==> config.mk <==
export PLATFORM = sky130hd
export DESIGN_NAME = loader_ctrl
export DESIGN_NICKNAME = d
export VERILOG_FILES = /design/src/rtl/loader_ctrl.sv
export SDC_FILE = /design/constraint.sdc
export NUM_CORES = 1
export LEC_CHECK = 0
export CORE_ASPECT_RATIO = 1.2
export CORE_UTILIZATION = 52
export CTS_CLUSTER_SIZE = 40
export DETAILED_ROUTE_END_ITERATION = 10
export PLACE_DENSITY = 0.95
export SYNTH_ARGS = -nofsm -noshare
export SYNTH_HDL_FRONTEND = slang
export SYNTH_SLANG_ARGS = --single-unit
==> constraint.sdc <==
create_clock -name i_clk -period 6.5 [get_ports i_clk]
set_input_delay 0.975 -clock i_clk [delete_from_list [all_inputs] [get_ports i_clk]]
set_output_delay 0.975 -clock i_clk [all_outputs]
set_load 0.005 [all_outputs]
==> src/rtl/loader_ctrl.sv <==
// rtl/loader_ctrl.sv - UART loader sequencer: READY handshake, length header, body writes, ACK/NAK
// Optional LOADER_CHECKSUM_EN: a trailing word must equal the mod-2**DATAW_OUT sum of the body.
module loader_ctrl #(
    parameter int                  DATAW_IN   = 8,
    parameter int                  DATAW_OUT  = 32,
    parameter int                  ADDRW      = 14,
    parameter logic [DATAW_IN-1:0] READY_BYTE = 8'h99,
    parameter logic [DATAW_IN-1:0] ACK_BYTE   = 8'hAA,
    parameter logic [DATAW_IN-1:0] NAK_BYTE   = 8'h55
) (
    input  logic                 i_clk,
    input  logic                 i_rst,
    input  logic                 i_start,
    input  logic                 i_rx_valid,
    input  logic [DATAW_IN-1:0]  i_rx_data,
    output logic                 o_concat_clr,
    output logic                 o_concat_en,
    output logic [DATAW_IN-1:0]  o_concat_din,
    input  logic [DATAW_OUT-1:0] i_concat_dout,
    input  logic                 i_concat_valid,
    output logic                 o_mem_we,
    output logic [ADDRW-1:0]     o_mem_addr,
    output logic [DATAW_OUT-1:0] o_mem_wdata,
    output logic                 o_tx_req,
    output logic [DATAW_IN-1:0]  o_tx_data,
    input  logic                 i_tx_busy,
    output logic                 o_busy,
    output logic                 o_done,
    output logic                 o_err
);

    typedef enum logic [2:0] {
        S_IDLE, S_READY, S_HDR, S_BODY, S_ACK, S_DONE, S_ERR
`ifdef LOADER_CHECKSUM_EN
        , S_CSUM
`endif
    } state_t;

    localparam logic [DATAW_OUT-1:0] MAX_LEN = DATAW_OUT'(1) << ADDRW;

    state_t                 r_state;
    state_t                 w_next;
    logic [ADDRW-1:0]       r_addr;
    logic [ADDRW:0]         r_remaining;
    logic                   r_nak_done;
    logic                   r_mem_we;
    logic [ADDRW-1:0]       r_mem_addr;
    logic [DATAW_OUT-1:0]   r_mem_wdata;
    logic                   w_start_ok;
    logic                   w_wr;
    logic                   w_rx_state;
`ifdef LOADER_CHECKSUM_EN
    logic [DATAW_OUT-1:0]   r_sum;
`endif

    assign w_start_ok = i_start & (r_state == S_IDLE || r_state == S_DONE || r_state == S_ERR);
    assign w_wr       = (r_state == S_BODY) & i_concat_valid;
`ifdef LOADER_CHECKSUM_EN
    assign w_rx_state = (r_state == S_HDR) || (r_state == S_BODY) || (r_state == S_CSUM);
    assign o_busy     = (r_state == S_READY) || (r_state == S_HDR) || (r_state == S_BODY) ||
                        (r_state == S_ACK) || (r_state == S_CSUM);
`else
    assign w_rx_state = (r_state == S_HDR) || (r_state == S_BODY);
    assign o_busy     = (r_state == S_READY) || (r_state == S_HDR) || (r_state == S_BODY) ||
                        (r_state == S_ACK);
`endif

    assign o_concat_clr = w_start_ok;
    assign o_concat_en  = i_rx_valid & w_rx_state;
    assign o_concat_din = i_rx_data;
    assign o_mem_we     = r_mem_we;
    assign o_mem_addr   = r_mem_addr;
    assign o_mem_wdata  = r_mem_wdata;
    assign o_done       = (r_state == S_DONE);
    assign o_err        = (r_state == S_ERR);

    always_comb begin
        w_next    = r_state;
        o_tx_req  = 1'b0;
        o_tx_data = '0;
        if (w_start_ok) begin
            w_next = S_READY;
        end else begin
            case (r_state)
                S_READY: if (!i_tx_busy) begin
                    o_tx_req  = 1'b1;
                    o_tx_data = READY_BYTE;
                    w_next    = S_HDR;
                end
                S_HDR: if (i_concat_valid) begin
                    if (i_concat_dout == '0)
`ifdef LOADER_CHECKSUM_EN
                        w_next = S_CSUM;
`else
                        w_next = S_ACK;
`endif
                    else if (i_concat_dout > MAX_LEN)
                        w_next = S_ERR;
                    else
                        w_next = S_BODY;
                end
                // The final write lands in the cycle after we leave BODY.
                S_BODY: if (i_concat_valid && r_remaining == (ADDRW+1)'(1)) begin
`ifdef LOADER_CHECKSUM_EN
                    w_next = S_CSUM;
`else
                    w_next = S_ACK;
`endif
                end
`ifdef LOADER_CHECKSUM_EN
                S_CSUM: if (i_concat_valid) begin
                    w_next = (i_concat_dout == r_sum) ? S_ACK : S_ERR;
                end
`endif
                S_ACK: if (!i_tx_busy) begin
                    o_tx_req  = 1'b1;
                    o_tx_data = ACK_BYTE;
                    w_next    = S_DONE;
                end
                S_ERR: if (!r_nak_done && !i_tx_busy) begin
                    o_tx_req  = 1'b1;
                    o_tx_data = NAK_BYTE;
                end
                default: ;
            endcase
        end
    end

    always_ff @(posedge i_clk or posedge i_rst) begin
        if (i_rst) begin
            r_state     <= S_IDLE;
            r_addr      <= '0;
            r_remaining <= '0;
            r_nak_done  <= 1'b0;
            r_mem_we    <= 1'b0;
            r_mem_addr  <= '0;
            r_mem_wdata <= '0;
`ifdef LOADER_CHECKSUM_EN
            r_sum       <= '0;
`endif
        end else begin
            r_state  <= w_next;
            r_mem_we <= w_wr;
            if (w_start_ok) begin
                r_addr     <= '0;
                r_nak_done <= 1'b0;
`ifdef LOADER_CHECKSUM_EN
                r_sum      <= '0;
`endif
            end
            if (r_state == S_HDR && i_concat_valid)
                r_remaining <= i_concat_dout[ADDRW:0];
            if (w_wr) begin
                r_mem_addr  <= r_addr;
                r_mem_wdata <= i_concat_dout;
                r_addr      <= r_addr + ADDRW'(1);
                r_remaining <= r_remaining - (ADDRW+1)'(1);
`ifdef LOADER_CHECKSUM_EN
                r_sum       <= r_sum + i_concat_dout;
`endif
            end
            if (r_state == S_ERR && o_tx_req)
                r_nak_done <= 1'b1;
        end
    end

endmodule
# Word level (Yosys, flattened, before mapping)

Cells that the tools add are included.

Bits in registers: 80
Bits in latches: 0
Bits in writable memories: 0
ROM bits: 0
Input bits: 46
Memories: 0

$add $sub $neg: 2
$mul: 0
Div/mod/pow operators: 0
Order comparisons: 1
Equality and inequality tests: 11
Shifts and indexed selects: 0
Muxes and demuxes: 23
Bitwise logic cells: 3
Reductions and logical operators: 20

Operators with widths:

| operator              | number |
|---|---|
| $gt 32x15->1 const B  | 1 |
| $logic_not 32->1      | 1 |
| $mux 15               | 2 |
| $mux 14               | 2 |
| $mux 8                | 3 |
| $pmux 8 s3            | 1 |
| $mux 3                | 7 |
| $eq 15x1->1 const B   | 1 |
| $sub 15x1->15 const B | 1 |
| $add 14x1->14 const B | 1 |
| $pmux 3 s4            | 1 |
| $eq 3x3->1 const B    | 3 |
| $ne 3x3->1 const B    | 3 |
| $mux 7                | 1 |
| $eq 3x2->1 const B    | 2 |
| $logic_or 1x1->1      | 6 |
| $reduce_bool 2->1     | 3 |
| $mux 1                | 5 |
| $reduce_and 5->1      | 1 |
| $reduce_bool 5->1     | 1 |
| $logic_and 1x1->1     | 4 |
| $and 1x1->1           | 3 |
| $eq 3x1->1 const B    | 1 |
| $logic_not 3->1       | 1 |
| other kinds (4)       | 5 |

# Logic depth before layout (Yosys ltp)

Depth in word-level cells: 7
Mapped depth: 8
Mapped depth without buffers: 7

# Worst setup path after synthesis

Ideal clock, no wire load.

Kind: input -> output
Start point: input port i_start
End point: output port o_tx_data[4]
Arrival: 1.567 ns
Data required time: 5.525 ns
Path slack: 3.958 ns
Stages on the path: 3
Path buffers: 1
Cells stage by stage: o32a_1 > nor2_1 > buf_4

Word-level cells in the longest chain between the ends: 2

RTL lines:

| what        | line | source |
|---|---|---|
| from (decl) | 13   | `input logic i_start,` |
| $and 1x1->1 | 56   | `assign w_start_ok = i_start & (r_state == S_IDLE \|\| r_state == S_DONE \|\| r_state == S_ERR);` |
| $mux 8      | 81   | `if (w_start_ok) begin` |
| to (decl)   | 25   | `output logic [DATAW_IN-1:0] o_tx_data,` |

No other way between the ends.

# Worst setup path in the final report

Start point: register r_state[0]
End point: output port o_tx_req

Word-level cells in the longest chain between the ends: 5
Elaborated cells between the ends (all ways): 11
Classes of those cells: 4 x eq/ne; 2 x mux; 1 x bitwise; 4 x reduce/logical

RTL lines:

| what                                               | line | source |
|---|---|---|
| from (decl)                                        | 41   | `state_t r_state;` |
| from (signal assigned)                             | 142  | `r_state <= w_next;` |
| branches (longest 4 deep; another with $eq 3x1->1) | n/a  |  |
| $mux 1 *                                           | 81   |  |
| to (decl)                                          | 24   | `output logic o_tx_req,` |

Every way passes the cells marked *.

==> flow_metrics.env <==
export IMPL_vias_per_cell=5.84
export IMPL_start_util_pct=54.7
export IMPL_first_iter_violations=349
export IMPL_ys_warn_count=0
export IMPL_vias=3705
export IMPL_fin_crit_sh_pct=63.3
export IMPL_syn_instance_count=463
export IMPL_cp_slowest_cell="dfrtp_1"
export IMPL_numCtsBuffers=9
export IMPL_cp_start_kind="flip-flop"
export IMPL_port_buffers=98
export IMPL_critPathMaxStageDelay_ns=1.08
export IMPL_ir_drop_uv=261
export IMPL_grt_overflow_total=0
export IMPL_tightest_slew_ns=1.10
export IMPL_core_area_mm2=0.00736
export IMPL_p_leak_nw=2.32
export IMPL_fin_tns_setup_ns=0
export IMPL_first_global_vias=3519
export IMPL_worst_setup_path_end_kind="output port"
export IMPL_min_from="o_mem_addr[10]"
export IMPL_grt_pass1_wl_mm=16.3
export IMPL_grt_usage_pct=26.4
export IMPL_cts_resized=0
export IMPL_synth_top_area_share_pct=49.7
export IMPL_synth_most_common_cell="nand2_1"
export IMPL_synth_edff_count=0
export IMPL_synthesis_nets=512
export IMPL_antenna_found_initial=0
export IMPL_yosysTopAreaCell="dfrtp_1"
export IMPL_grt_max_degree=81
export IMPL_async_flop_share_pct=100
export IMPL_wl_mm=10.4
export IMPL_drive_above_1_share_pct=5.51
export IMPL_cts_tree="built"
export IMPL_wire_per_inst_um=16.4
export IMPL_grt_setup_unrepaired="no"
export IMPL_hold_viol_final=0
export IMPL_hold_path_class="flip-flop to flip-flop"
export IMPL_clock_sinks=80
export IMPL_period_needed_ns=4.12
export IMPL_rows=34
export IMPL_h_tree_depth=3
export IMPL_nets=589
export IMPL_cts_buffer_depth=2
export IMPL_pre_cts_ws_ns=2.61
export IMPL_seq_area_mm2=0.00200
export IMPL_avgSynthCellArea_um2=8.70
export IMPL_clk_pin_slew_ns=0.09
export IMPL_gp_congestion=0.870
export IMPL_p_per_area_mw_per_mm2=415
export IMPL_die_y_um=98.4
export IMPL_cp_data_required_time_ns=5.52
export IMPL_fmax_mhz=243
export IMPL_synth_ff_type="dfrtp_1"
export IMPL_drtAntennaViolNets=0
export IMPL_maxCapViolations=0
export IMPL_die_area_mm2=0.00810
export IMPL_clk_latency_ns=0.36
export IMPL_synth_area_leaders="dfrtp_1, nand2_1, o21ai_0, a21oi_1, mux2i_1"
export IMPL_post_cts_setup_buffers=0
export IMPL_drv_slew=0
export IMPL_ys_ff_latch=80
export IMPL_nFillCells=543
export IMPL_setup_violations=0
export IMPL_r2r_start="r_state[0]"
export IMPL_utilization_pct=70.3
export IMPL_crit_type="flip-flop to output port"
export IMPL_dr_pass1_iters=6
export IMPL_cts_hold_buf=0
export IMPL_syn2layout_area_growth_pct=28.4
export IMPL_fp_dieW_um=82.4
export IMPL_outcome="finished clean"
export IMPL_crit_chain="nor2_1, mux2_4, nand2_8, inv_6, nor4_4, or2_1, clkdlybuf4s50_1"
export IMPL_drcViolationCount=0
export IMPL_netlist_area_mm2=0.00403
export IMPL_ys_seq_area_share_pct=49.7
export IMPL_path_max_fanout=35
export IMPL_multi_input_area_mm2=0.00178
export IMPL_hpwl_mm=7.18
export IMPL_cp_arrival_ns=3.14
export IMPL_io_pins=115
export IMPL_max_slew_margin_pct=26.9
export IMPL_setup_slack_ns=2.38
export IMPL_synthTopCellsByCount="nand2_1, dfrtp_1, o21ai_0, nor2_1, a21oi_1"
export IMPL_cts_root_buf="clkbuf_8"
export IMPL_min_path_cells=2
export IMPL_antennaDiodeCount=0
export IMPL_yosysUniqueCellTypes=52
export IMPL_setup_worst_path_start="r_state[0]"
export IMPL_r2r_cells=6
export IMPL_skew_ns=0.0113
## layout make-up
class | instances | share of cell area, %
multi-input combinational | 337 | 34.5
clock buffer | 11 | 2.93
clock inverter | 4 | 1.48
inverter | 12 | 0.992
sequential | 80 | 38.7
timing repair buffer | 100 | 19.3
tap | 90 | 2.18
## cells by family (layout without fill, tap and decap cells)
logic type / after synthesis / in the layout / synth area share, %
adders and majority gates: 3 / 3 / 0.932
muxes: 11 / 11 / 2.86
and+or+nand+nor: 244 / 244 / 28.2
AOI/OAI and AO/OA: 73 / 73 / 10.9
DFF: 80 / 80 / 49.7
xor gates and xnor gates: 6 / 6 / 1.30
buffers and inverters: 46 / 127 / 6.09
## metal layers
metal	global-route usage (%)	up-vias	share of wire [%]
met2	40.6	164	49
met5	0	-	0
met4	12.8	0	2.9
met1	35.1	1795	41
li1	-	1710	-
met3	5.56	36	7.3
## metrics by stage
stage	hold WS (ns)	cell area [um^2]	cells	total power [W]
finish	0.486	5170	634	0.00215
floorplan	0.441	4030	463	0.00133
global route	0.514	5170	634	0.00228
detailed placement	0.467	4940	619	0.00172
global placement	0.458	4940	619	0.00167
CTS	0.486	5170	634	0.00214
## cells in the final DEF, fill, tap and decap left out, types with 8 or more instances in the layout
| cell | synthesis | final |
|---|---|---|
| nor3_1 | 8 | 8 |
| nand3_1 | 13 | 13 |
| inv_1 | 10 | 9 |
| clkdlybuf4s50_1 | 0 | 98 |
| a21oi_1 | 20 | 20 |
| clkbuf_8 | 0 | 11 |
| o21ai_0 | 23 | 23 |
| nor4_1 | 9 | 9 |
| o22ai_1 | 12 | 12 |
| dfrtp_1 | 80 | 80 |
| mux2i_1 | 10 | 10 |
| nor2_1 | 21 | 21 |
| nand2_1 | 162 | 162 |
## power by group
part / total (W) / switching (W) / internal (W)
registers: 0.000848 / 0.000186 / 0.000661
logic: 0.000877 / 0.000435 / 0.000442
clock network: 0.000423 / 0.000187 / 0.000237
total: 0.00215 / 0.000808 / 0.00134
## critical path: cells and delay by family (launching register included)
kind / cells / cell delay (ns)
AND/OR/NAND/NOR: 4 / 0.81
flip-flops: 1 / 1.08
multiplexers: 1 / 0.36
buffers and inverters: 2 / 0.54
## final timing paths
path	end	slack [ns]
setup / recovery	o_tx_req	2.38
min in group asynchronous	o_mem_wdata[16]	1.27
max in group asynchronous	r_remaining[10]	4.58
hold reg to reg	o_mem_addr[10]	0.49
hold / removal	o_mem_addr[10]	0.49
setup reg to reg	r_addr[2]	2.82
## registers in the layout, summed over array words and instances, names as in the netlist
name         cells
r_remaining     15
o_mem_we         1
r_state          3
o_mem_wdata     32
r_addr          14
o_mem_addr      14
r_nak_done       1
Note: power is estimated with default switching activity, not from simulation.
